**config.mk**
```make
export PLATFORM = sky130hd
export DESIGN_NAME = i2s_tx_serializer
export DESIGN_NICKNAME = d
export VERILOG_FILES = /design/src/rtl/i2s_tx_serializer.sv
export SDC_FILE = /design/constraint.sdc
export NUM_CORES = 1
export LEC_CHECK = 0
export BUFFER_PORTS_ARGS = -buffer_cell sky130_fd_sc_hd__clkbuf_2
export CAP_MARGIN = 20
export CORE_ASPECT_RATIO = 0.5
export CORE_UTILIZATION = 55
export CTS_BUF_LIST = sky130_fd_sc_hd__clkbuf_8
export DETAILED_ROUTE_END_ITERATION = 7
export PLACE_DENSITY = 0.8
export SLEW_MARGIN = 20
export SYNTH_ARGS = -nofsm -noshare
export SYNTH_HDL_FRONTEND = slang
export SYNTH_SLANG_ARGS = --single-unit
```
**constraint.sdc**
```tcl
create_clock -name clk_i -period 3.4 [get_ports clk_i]
set_clock_uncertainty 0.15 [all_clocks]
set_input_delay 0.34 -clock clk_i [delete_from_list [all_inputs] [get_ports clk_i]]
set_output_delay 0.34 -clock clk_i [all_outputs]
set_load 0.1 [all_outputs]
```
**src/rtl/i2s_tx_serializer.sv**
```systemverilog
// rtl/i2s_tx_serializer.sv - Philips I2S transmitter for mono samples duplicated into both slots
//
// Purpose:
//   Takes one mono sample per frame from the upstream FIFO and shifts it out
//   MSB first on a standard I2S link. The left and right slots carry the same
//   sample. Data lags word select by one bit clock, so each right-channel LSB
//   goes out in slot 0 of the following frame.
//
// Parameters:
//   PKT_WIDTH  sample width; a frame is 2*PKT_WIDTH bit slots (>= 2)
//   CLK_DIV    clk_i cycles per bit-clock period (even, >= 2)
//
// Ports:
//   clk_i        system clock; all logic uses its rising edge
//   reset_i      synchronous, active-high reset
//   pkt_i        signed sample from the upstream FIFO
//   pktValid_i   one-cycle strobe qualifying pkt_i
//   sampleReq_o  one-cycle pulse at each frame latch
//   bclk_o       I2S bit clock
//   ws_o         word select (0 = left, 1 = right)
//   sd_o         serial data, MSB first
//   underrun_o   one-cycle pulse: frame latched with no pending sample
//   overrun_o    one-cycle pulse: pending sample overwritten before use
//
// Build option:
//   I2S_TX_UNDERRUN_MUTE_EN  when defined, an underrun sends silence and clears
//                            the held sample; otherwise the last sample repeats.

module i2s_tx_serializer #(
    parameter int PKT_WIDTH = 16,
    parameter int CLK_DIV   = 4
) (
    input  logic                 clk_i,
    input  logic                 reset_i,
    input  logic [PKT_WIDTH-1:0] pkt_i,
    input  logic                 pktValid_i,
    output logic                 sampleReq_o,
    output logic                 bclk_o,
    output logic                 ws_o,
    output logic                 sd_o,
    output logic                 underrun_o,
    output logic                 overrun_o
);

    localparam int DIV_W  = (CLK_DIV > 2) ? $clog2(CLK_DIV) : 1;
    localparam int SLOT_W = $clog2(2 * PKT_WIDTH);

    localparam logic [DIV_W-1:0]  DIV_LAST   = DIV_W'(CLK_DIV - 1);
    localparam logic [DIV_W-1:0]  DIV_HALF   = DIV_W'(CLK_DIV / 2);
    localparam logic [SLOT_W-1:0] SLOT_LAST  = SLOT_W'(2 * PKT_WIDTH - 1);
    localparam logic [SLOT_W-1:0] SLOT_RIGHT = SLOT_W'(PKT_WIDTH);

    // Bit-clock divider and slot position
    logic [DIV_W-1:0]     r_div_cnt;
    logic [SLOT_W-1:0]    r_slot;

    // Serial outputs
    logic                 r_bclk;
    logic                 r_ws;
    logic                 r_sd;

    // Frame data: r_frame holds the sample for the current frame, r_shift is
    // the working copy that is shifted out one bit per slot.
    logic [PKT_WIDTH-1:0] r_frame;
    logic [PKT_WIDTH-1:0] r_shift;

    // Intake side
    logic [PKT_WIDTH-1:0] r_hold;
    logic                 r_pending;
    logic [PKT_WIDTH-1:0] r_last;

    // Status pulses
    logic                 r_sample_req;
    logic                 r_underrun;
    logic                 r_overrun;

    logic [DIV_W-1:0]     w_div_next;
    logic                 w_fall;
    logic                 w_bclk_next;
    logic [SLOT_W-1:0]    w_slot_next;
    logic                 w_latch;
    logic                 w_consume;
    logic [PKT_WIDTH-1:0] w_sample;
    logic [PKT_WIDTH-1:0] w_last_next;

    // The fall event is the wrap of the divider; bclk is derived from the
    // divider's next value so that it drops on the same edge as ws/sd change.
    assign w_fall      = (r_div_cnt == DIV_LAST);
    assign w_div_next  = w_fall ? '0 : r_div_cnt + 1'b1;
    assign w_bclk_next = (w_div_next >= DIV_HALF);

    assign w_slot_next = (r_slot == SLOT_LAST) ? '0 : r_slot + 1'b1;
    assign w_latch     = w_fall && (r_slot == SLOT_LAST);
    assign w_consume   = w_latch && r_pending;

    // Sample chosen for the frame that starts at this latch
    always_comb begin
        w_sample    = r_last;
        w_last_next = r_last;
        if (r_pending) begin
            w_sample    = r_hold;
            w_last_next = r_hold;
        end else begin
`ifdef I2S_TX_UNDERRUN_MUTE_EN
            w_sample    = '0;
            w_last_next = '0;
`else
            w_sample    = r_last;
            w_last_next = r_last;
`endif
        end
    end

    // Divider and bit clock
    always_ff @(posedge clk_i) begin
        if (reset_i) begin
            r_div_cnt <= '0;
            r_bclk    <= 1'b0;
        end else begin
            r_div_cnt <= w_div_next;
            r_bclk    <= w_bclk_next;
        end
    end

    // Slot sequencing and serial data
    always_ff @(posedge clk_i) begin
        if (reset_i) begin
            r_slot  <= SLOT_LAST;
            r_ws    <= 1'b0;
            r_sd    <= 1'b0;
            r_frame <= '0;
            r_shift <= '0;
            r_last  <= '0;
        end else if (w_fall) begin
            r_slot <= w_slot_next;
            r_ws   <= (w_slot_next >= SLOT_RIGHT);
            if (w_latch) begin
                // Slot 0 still belongs to the old frame: its right LSB.
                r_sd    <= r_frame[0];
                r_frame <= w_sample;
                r_shift <= w_sample;
                r_last  <= w_last_next;
            end else if (w_slot_next == SLOT_RIGHT) begin
                // Last left bit goes out; reload so the right slot restarts at the MSB.
                r_sd    <= r_shift[PKT_WIDTH-1];
                r_shift <= r_frame;
            end else begin
                r_sd    <= r_shift[PKT_WIDTH-1];
                r_shift <= {r_shift[PKT_WIDTH-2:0], 1'b0};
            end
        end
    end

    // Sample intake. A strobe on the latch cycle refills holding after the
    // latch has taken the old value, so pending stays set without an overrun.
    always_ff @(posedge clk_i) begin
        if (reset_i) begin
            r_hold    <= '0;
            r_pending <= 1'b0;
        end else if (pktValid_i) begin
            r_hold    <= pkt_i;
            r_pending <= 1'b1;
        end else if (w_consume) begin
            r_pending <= 1'b0;
        end
    end

    // Status pulses
    always_ff @(posedge clk_i) begin
        if (reset_i) begin
            r_sample_req <= 1'b0;
            r_underrun   <= 1'b0;
            r_overrun    <= 1'b0;
        end else begin
            r_sample_req <= w_latch;
            r_underrun   <= w_latch && !r_pending;
            r_overrun    <= pktValid_i && r_pending && !w_consume;
        end
    end

    assign bclk_o      = r_bclk;
    assign ws_o        = r_ws;
    assign sd_o        = r_sd;
    assign sampleReq_o = r_sample_req;
    assign underrun_o  = r_underrun;
    assign overrun_o   = r_overrun;

endmodule

```
==> out/metrics.cfg, run 1 <==
[pwr]
p_switching_mw=0.4618
peakVddDrop_mv=0.2911
combPwrFrac=0.149
power_leakage_nw=1.374
clkPwrFrac=0.380
switching_share=0.2842
pwr-share-seq=0.471
p_per_area_nw_per_um2=507.3
p_int_mw=1.163

[sta]
post-route-period-util=0.8022
rsz0062_at_grt=false
setup_tns_ns=0
fmax_mhz=366.6
hold_viol=0
period_minus_slack_ns=2.727
finalSetupViolations=0
worst_pin_slew_ns=0.9823
final_max_slew_viol_count=0
maxSlewHeadroom=0.3432

[floorplanning]
ios=25
die_height_um=53.24
die_w_um=104.5
dieArea_um2=5562
start_util=0.5802
rows=18
core_area_um2=4977

[route]
via_count=2525
vias_per_cell=6.012
wl_per_cell_um=15.63
drt-pass1-iter-count=4
drtIter0Drc=234
ant_nets=0
wirelength_mm=6.564
drc_errors=0

[cts]
post_cts_resized=0
root_buffer=clkbuf_8
numCtsBuffers=9
worstSkewPairLatency_ns=0.33
postCtsHoldBufs=0
cts-htree-levels=3
cts_tree=built
post-cts-setup-buffers=0
clock_sinks=61
clockBufferDepth=2
path_clk_slew_ns=0.06

[yosys]
synth-async-reset-ratio=0
syn_area_um2=2888
synth-seq-area-share=0.4229
synthFlopType=dfxtp_1
yosysTopAreaCell=dfxtp_1
synth_top_area_share=0.4229
ys_types=37
synth_area_leaders=dfxtp_1 42%, mux2i_1 11%, nor2_1 5.6%, a21oi_1 5.2%, nand2_1 4.4%
syn_area_per_cell_um2=8.724
synth_cells=331
synth_edf_count=0
synth_nets=354
ys_seq_elements=61
yosysWarnings=0

[setup_path]
critPathMostFrequentCell=ha_1
path_max_fanout=37
crit_type=reg -> reg
crit_buf_inv=0
cp_data_required_time_ns=3.52
endpoint_kind=flop
critPathSlowestCell=nand2_2
cp_data_arrival_time_ns=2.84
path_cells=ha_1, and3_2, ha_1, nand2_2, nor2_1, a22oi_1, nand3_1
critPathTopFamily=simple AND/OR/NAND/NOR gates
critical-path-max-stage-delay_ns=0.50
start_kind=flop

[placed_design]
dp_hpwl_mm=4.265
io_buffers=24
place_congestion=0.8025
placed_area_um2=3010

[global_routing]
grt_pass1_vias=2153
grt-ovfl-total=0
grtUsageTotal=0.2461
grt_start_max_net_pins=38
grt_pass1_wl_mm=10.45
antenna_found_initial=0

[finish]
fill_cells=421
final_cell_mix=61 x dfxtp_1, 43 x nor2_1, 34 x nand2_1
area_growth_pct=10.92
final_nets=368
final_common_cell=dfxtp_1
multiInputGateArea_um2=1544
diodes=0
seq_area_um2=1221
fin_util=0.6435
drive_gt1_frac=0.1514
stdcell_area_um2=3203

[status]
status=finished, final reports clean

[hold_path]
hp-class=in -> reg

[run]
max_cap_viol_count=0

[final cells by class]
class | count | area share
multi-input cells | 243 | 0.4820
well taps | 70 | 0.02734
clock inverters | 6 | 0.01719
repair buffers | 28 | 0.04688
clock buffers | 10 | 0.04297
inverters | 2 | 0.002344
flip-flops and latches | 61 | 0.3812
[kinds of logic (layout without fill, tap and decap cells)]
family	count (synthesis)	after routing	share of synthesized area
DFF	61	61	0.4229
AOI/OAI and AO/OA	93	93	0.2136
xor gates and xnor gates	1	1	0.003033
muxes	37	37	0.1321
adders and majority gates	4	4	0.01733
buffers and inverters	27	46	0.04246
and+or+nand+nor	108	108	0.1685
[cell usage after synthesis (all sizes together), types with 6 or more instances]
cell type and number:
nand2 35, mux2 6, mux2i 31, o211ai 16, a21oi 30, clkbuf 12
o211a 12, a31oi 11, o21ai 13, nor2 43, dfxtp 61, or3 11
buf 13
[final timing paths]
check / from / endpoint / slack, ns / cells after the start
max: r_slot[0]$_SDFFE_PP1P_ / r_shift[3]$_SDFFE_PP0P_ / 0.67 / 7
min: pkt_i[1] / r_hold[1]$_SDFFE_PP0P_ / 0.1 / 3
max reg2reg: r_slot[0]$_SDFFE_PP1P_ / r_shift[3]$_SDFFE_PP0P_ / 0.67 / 7
min reg2reg: r_div_cnt[0]$_SDFF_PP0_ / r_div_cnt[0]$_SDFF_PP0_ / 0.28 / 1
[worst min-delay path: cells and delay by family]
family        cells  cell delay (ns)
buf+inv           1             0.07
mux               1             0.05
simple gates      1             0.07
[flip-flops by register name, indices dropped and copies added (netlist names), 2 cells and up]
| name | flops |
|---|---|
| r_div_cnt | 2 |
| r_hold | 16 |
| r_last | 16 |
| r_shift | 16 |
| r_slot | 5 |
[layer usage]
layer  vias up  global-route usage  wire length [um]
met1      1185              0.3311              3128
met2        95              0.3863              2906
li1       1232                   -                 -
met4         0             0.07143                87
met3        13             0.07020               442
met5         -                   0                 0
[power by group through the flow]
stage | Clock, mW | Combinational (mW) | Sequential (mW)
5_1_grt | 0.658 | 0.260 | 0.767
6_report | 0.618 | 0.242 | 0.765
4_1_cts | 0.626 | 0.240 | 0.764
2_1_floorplan | 0 | 0.169 | 0.798
3_5_place_dp | 0 | 0.239 | 0.779
3_3_place_gp | 0 | 0.231 | 0.778
[stage by stage]
stage / power (mW) / setup WS, ns / hold slack, ns / cells
after floorplan: 0.9668 / 0.9145 / 0.2517 / 331
after global placement: 1.010 / 0.8832 / 0.2610 / 404
after detailed placement: 1.018 / 0.7319 / 0.2729 / 404
after CTS: 1.629 / 0.6860 / 0.09214 / 420
after global routing: 1.685 / 0.4843 / 0.08913 / 420
final: 1.625 / 0.6725 / 0.09940 / 420
(Power assumes the default switching activity.)
==> run 2: changes to the inputs <==
==> constraint.sdc (replaced) <==
create_clock -name clk_i -period 2.6 [get_ports clk_i]
set_clock_uncertainty 0.15 [all_clocks]
set_input_delay 0.26 -clock clk_i [delete_from_list [all_inputs] [get_ports clk_i]]
set_output_delay 0.26 -clock clk_i [all_outputs]
set_load 0.1 [all_outputs]
==> run 2 against run 1 <==
Wire length fell by 1.3%. Cell count rose by 2.9%. Clock power rose by 33%. Die area did not move. Register-to-register slack got worse by 0.50 ns. Combinational power rose by 43%.
==> out/metrics.cfg, run 2 (synthesized netlist as in run 1, its figures left out) <==
[status]
status=finished, final reports clean

[route]
drt-pass1-iter-count=5  ; +1
drtIter0Drc=146  ; -38%
wirelength_mm=6.477  ; -1.3%
ant_nets=0  ; unchanged
wl_per_cell_um=14.99  ; -4.1%
vias_per_cell=5.787  ; -3.7%
via_count=2500  ; -0.99%
drc_errors=0  ; unchanged

[hold_path]
hp-class=in -> reg

[setup_path]
endpoint_kind=flop
path_max_fanout=26  ; -30%
r2r_start=r_slot[0]$_SDFFE_PP1P_
endpoint=r_shift[2]$_SDFFE_PP0P_
cp_data_required_time_ns=2.72  ; -0.80 ns
crit_type=reg -> reg
rr_endpoint=r_shift[2]$_SDFFE_PP0P_
start_kind=flop
critPathLaunch=r_slot[0]$_SDFFE_PP1P_
rr_worst_depth=7  ; unchanged
cp_data_arrival_time_ns=2.55  ; -0.29 ns
reg2reg_setup_slack_ns=0.17  ; -0.50 ns

[cts]
worstSkewPairLatency_ns=0.35  ; +0.02 ns
cts_tree=built
clockBufferDepth=2  ; unchanged
post-cts-setup-buffers=0  ; unchanged
numCtsBuffers=9  ; unchanged
root_buffer=clkbuf_8
clock_sinks=61  ; unchanged
cts-htree-levels=3  ; unchanged
path_clk_slew_ns=0.07  ; about the same

[global_routing]
grt_start_max_net_pins=57  ; +50%
grtUsageTotal=0.2508  ; +0.004695
grt-ovfl-total=0  ; unchanged
grt_pass1_vias=2224  ; +3.3%
grt_pass1_wl_mm=10.49  ; +0.46%
antenna_found_initial=0  ; unchanged

[floorplanning]
start_util=0.5802  ; unchanged
ios=25  ; unchanged
core_area_um2=4977  ; unchanged
dieArea_um2=5562  ; unchanged
die_height_um=53.24  ; unchanged
die_w_um=104.5  ; unchanged
rows=18  ; unchanged

[run]
max_cap_viol_count=0  ; unchanged

[finish]
final_nets=380  ; +3.3%
fin_cells=432  ; +2.9%
reg.largest.list=r_hold (16), r_last (16), r_shift (16)
area_growth_pct=14.99
diodes=0  ; unchanged
final_cell_mix=61 x dfxtp_1, 43 x nor2_1, 34 x nand2_1
fill_cells=406  ; -3.6%
drive_gt1_frac=0.1685  ; +0.01708
final_common_cell=dfxtp_1

[pwr]
p_per_area_nw_per_um2=652.3  ; +29%
peakVddDrop_mv=0.4086  ; +40%
power_leakage_nw=1.431  ; +4.2%

[placed_design]
io_buffers=24  ; unchanged
dp.cells=411  ; +1.7%
dp_hpwl_mm=4.181  ; -2.0%
place_congestion=0.8009  ; -0.20%

[sta]
period_minus_slack_ns=2.431  ; -0.2967 ns
fmax_mhz=411.4  ; +12%
setup_tns_ns=0  ; unchanged
maxSlewHeadroom=0.6337  ; +0.2905
rsz0062_at_grt=false
worst_pin_slew_ns=0.5494  ; -0.4328 ns
hold_viol=0  ; unchanged
final_max_slew_viol_count=0  ; unchanged
post-route-period-util=0.9349  ; +0.1327
finalSetupViolations=0  ; unchanged

## run 2: area by class of cell
| type | count | area [um^2] | share of cell area |
|---|---|---|---|
| clock inverter | 6 | 55.05 | 0.01658 |
| sequential | 61 | 1221 | 0.3677 |
| clock buffer | 10 | 137.6 | 0.04145 |
| timing repair buffer | 40 | 265.3 | 0.07988 |
| inverter | 2 | 7.507 | 0.002261 |
| multi-input combinational | 243 | 1546 | 0.4657 |
| tap | 70 | 87.58 | 0.02638 |
## run 2: metal layers
| metal | global-route usage | part of all wire | vias to the layer above |
|---|---|---|---|
| li1 | - | - | 1247 |
| met1 | 0.3205 | 0.47 | 1159 |
| met5 | 0 | 0 | - |
| met3 | 0.08128 | 0.069 | 5 |
| met4 | 0.1024 | 0.0043 | 0 |
| met2 | 0.3962 | 0.45 | 89 |
## run 2: how the worst min path moves through the flow
stage                            start                      end  depth (start not counted)
2_1_floorplan                  reset_i   sampleReq_o$_SDFF_PP0_                          1
3_3_place_gp   r_div_cnt[0]$_SDFF_PP0_  r_div_cnt[0]$_SDFF_PP0_                          1
3_5_place_dp   r_div_cnt[0]$_SDFF_PP0_  r_div_cnt[0]$_SDFF_PP0_                          1
4_1_cts                       pkt_i[1]   r_hold[1]$_SDFFE_PP0P_                          3
5_1_grt                       pkt_i[7]   r_hold[7]$_SDFFE_PP0P_                          3
6_report                      pkt_i[6]   r_hold[6]$_SDFFE_PP0P_                          3
## run 2: report_power, final
part | total [mW] | switching, mW | internal, mW
registers | 0.998 | 0.0319 | 0.966
clock network | 0.823 | 0.364 | 0.458
logic | 0.346 | 0.222 | 0.123
## run 2: repair_timing
action,in CTS,in global routing
gates resized for setup,0,1
hold buffers,5,0
endpoints found under the setup margin,0,11
hold endpoints to repair,5,0
## run 2: worst max-delay path: stages (launching register included)
cell	delay, ns
dfxtp_1	0.40
ha_1	0.24
and3_2	0.20
ha_2	0.29
nor2b_1	0.10
mux2_4	0.39
or3_1	0.41
a31oi_1	0.18
## run 2: through the flow
stage / instance area, um^2 / hold WS (ns) / util / power, mW / setup slack, ns
after floorplan: 2888 / 0.2276 / - / 1.264 / 0.1145
after global placement: 3075 / 0.2639 / 0.6179 / 1.339 / 0.2464
after detailed placement: 3075 / 0.2777 / 0.6179 / 1.351 / 0.09186
after CTS: 3318 / 0.001743 / 0.6667 / 2.173 / 0.06191
after global routing: 3321 / 0.02036 / 0.6672 / 2.245 / 0.02997
final: 3321 / 0.01048 / 0.6672 / 2.166 / 0.1693
==> run 3: changes to the inputs <==
==> constraint.sdc (replaced) <==
create_clock -name clk_i -period 2.3 [get_ports clk_i]
set_clock_uncertainty 0.15 [all_clocks]
set_input_delay 0.23 -clock clk_i [delete_from_list [all_inputs] [get_ports clk_i]]
set_output_delay 0.23 -clock clk_i [all_outputs]
set_load 0.1 [all_outputs]
==> run 3 against run 2 <==
Fmax is 12% higher. Count of clock-buffer cells in the layout is 1 higher. Via count is 8.7% higher. Worst hold slack better by 0.25 ns. Sequential power is 13% higher. Clock power is 17% higher. Wire length is 10% higher. Critical endpoint unchanged. Largest power group unchanged.
==> out/metrics.cfg, run 3 (synthesized netlist as in run 1, its figures left out) <==
[global_routing]
met1_usage=0.3358  ; +0.01530
met3_usage=0.08128  ; unchanged
grt-ovfl-total=0  ; unchanged
busiest_layer=met2
antenna_found_initial=0  ; unchanged
grt_start_max_net_pins=38  ; -33%
grt_pass1_vias=2276  ; +2.3%
grtUsageTotal=0.2638  ; +0.01304
globalRouteMet2Util=0.4106  ; +0.01435
grt_pass1_wl_mm=10.96  ; +4.5%

[setup_path]
crit_type=reg -> reg
start_kind=flop
cp_data_arrival_time_ns=2.29  ; -0.26 ns
cp_data_required_time_ns=2.41  ; -0.31 ns
endpoint_kind=flop
path_max_fanout=13  ; -50%

[cts]
numCtsBuffers=9  ; unchanged
cts-htree-levels=3  ; unchanged
cts_tree=built
root_buffer=clkbuf_8
clock_sinks=61  ; unchanged
path_clk_slew_ns=0.07  ; about the same
worstSkewPairLatency_ns=0.35  ; about the same
clockBufferDepth=2  ; unchanged

[placed_design]
io_buffers=24  ; unchanged
dp_hpwl_mm=4.374  ; +4.6%
place_congestion=0.8262  ; +3.2%
preCtsSetupSlack_ns=-0.009561  ; -0.1014 ns
placed_area_um2=3122  ; +1.5%

[sta]
fmax_mhz=459.1  ; +12%
post-route-period-util=0.9469  ; +0.01205
finalSetupViolations=0  ; unchanged
setup_tns_ns=0  ; unchanged
period_minus_slack_ns=2.178  ; -0.2528 ns
fin_ws_ns=0.1220  ; -0.04724 ns
hold_viol=0  ; unchanged
final_max_slew_viol_count=0  ; unchanged
whs_ns=0.2593  ; +0.2488 ns
maxSlewHeadroom=0.6387  ; +0.005015
worst_pin_slew_ns=0.5419  ; -0.007522 ns
rsz0062_at_grt=false

[hold_path]
hp-class=in -> reg

[run]
max_cap_viol_count=0  ; unchanged

[floorplanning]
dieArea_um2=5562  ; unchanged
core_area_um2=4977  ; unchanged
start_util=0.5802  ; unchanged
rows=18  ; unchanged
ios=25  ; unchanged
die_height_um=53.24  ; unchanged
die_w_um=104.5  ; unchanged

[route]
ant_nets=0  ; unchanged
wirelength_mm=7.142  ; +10%
drtIter0Drc=161  ; +10%
drt-pass1-iter-count=5  ; unchanged
vias_per_cell=6.038  ; +4.3%
wl_per_cell_um=15.87  ; +5.9%
drc_errors=0  ; unchanged
via_count=2717  ; +8.7%

[pwr]
power_leakage_nw=1.519  ; +6.2%
peakVddDrop_mv=0.5835  ; +43%
p_per_area_nw_per_um2=721.4  ; +11%

[finish]
reg.largest.list=r_hold (16), r_last (16), r_shift (16)
drive_gt1_frac=0.1895  ; +0.02097
final_nets=398  ; +4.7%
diodes=0  ; unchanged
area_growth_pct=21.66
final_cell_mix=58 x dfxtp_1, 43 x nor2_1, 34 x nand2_1
stdcell_area_um2=3513  ; +5.8%
final_common_cell=dfxtp_1

[status]
status=finished, final reports clean

-- run 3: metal layers --
metal  vias to the layer above  share of wire
met1                      1295           0.44
li1                       1293              -
met4                         0          0.014
met2                       115           0.47
met3                        14          0.078
met5                         -              0
-- run 3: path summary, 6_finish.rpt --
kind	slack [ns]	from	to	cells past startpoint
worst max register to register	0.12	r_slot[1]$_SDFFE_PP1P_	r_shift[2]$_SDFFE_PP0P_	7
worst max-delay path	0.12	r_slot[1]$_SDFFE_PP1P_	r_shift[2]$_SDFFE_PP0P_	7
worst min register to register	0.27	r_div_cnt[0]$_SDFF_PP0_	r_div_cnt[0]$_SDFF_PP0_	1
worst min-delay path	0.26	reset_i	r_hold[4]$_SDFFE_PP0P_	2
-- run 3: layout make-up --
type / count / area, um^2
multi-input combinational: 244 / 1570
fill: 357 / 1464
sequential: 61 / 1225
timing repair buffer: 57 / 420.4
clock buffer: 11 / 151.4
tap: 70 / 87.58
clock inverter: 5 / 51.30
inverter: 2 / 7.507
-- run 3: critical path, cell delays in order (launching register included) --
cell and delay, ns:
dfxtp_2 0.37, ha_4 0.16, and3_2 0.18, ha_2 0.22, nor2b_1 0.10, mux2_4 0.34, or3_1 0.39, a31oi_1 0.17
-- run 3: per-stage QoR --
stage	cells	utilization	power [mW]
4_1_cts	449	0.7011	2.529
2_1_floorplan	331	-	1.430
6_report	450	0.7059	2.534
3_5_place_dp	417	0.6272	1.548
5_1_grt	450	0.7059	2.626
3_3_place_gp	417	0.6272	1.533
-- run 3: where the power goes --
| group | internal [mW] | leakage, nW | switching (mW) |
|---|---|---|---|
| Clock | 0.551 | 0.112 | 0.408 |
| Combinational | 0.172 | 0.911 | 0.277 |
| Sequential | 1.09 | 0.496 | 0.0332 |
| Total | 1.82 | 1.52 | 0.718 |
-- run 3: timing repair --
| action | in CTS | in global routing |
|---|---|---|
| resized for setup | 2 | 3 |
| gates cloned | 0 | 1 |
| buffers inserted | 0 | 0 |
| hold buffers | 16 | 0 |
| hold endpoints to repair | 16 | 0 |
| setup endpoints to repair | 8 | 14 |
| pin swaps | 0 | 0 |
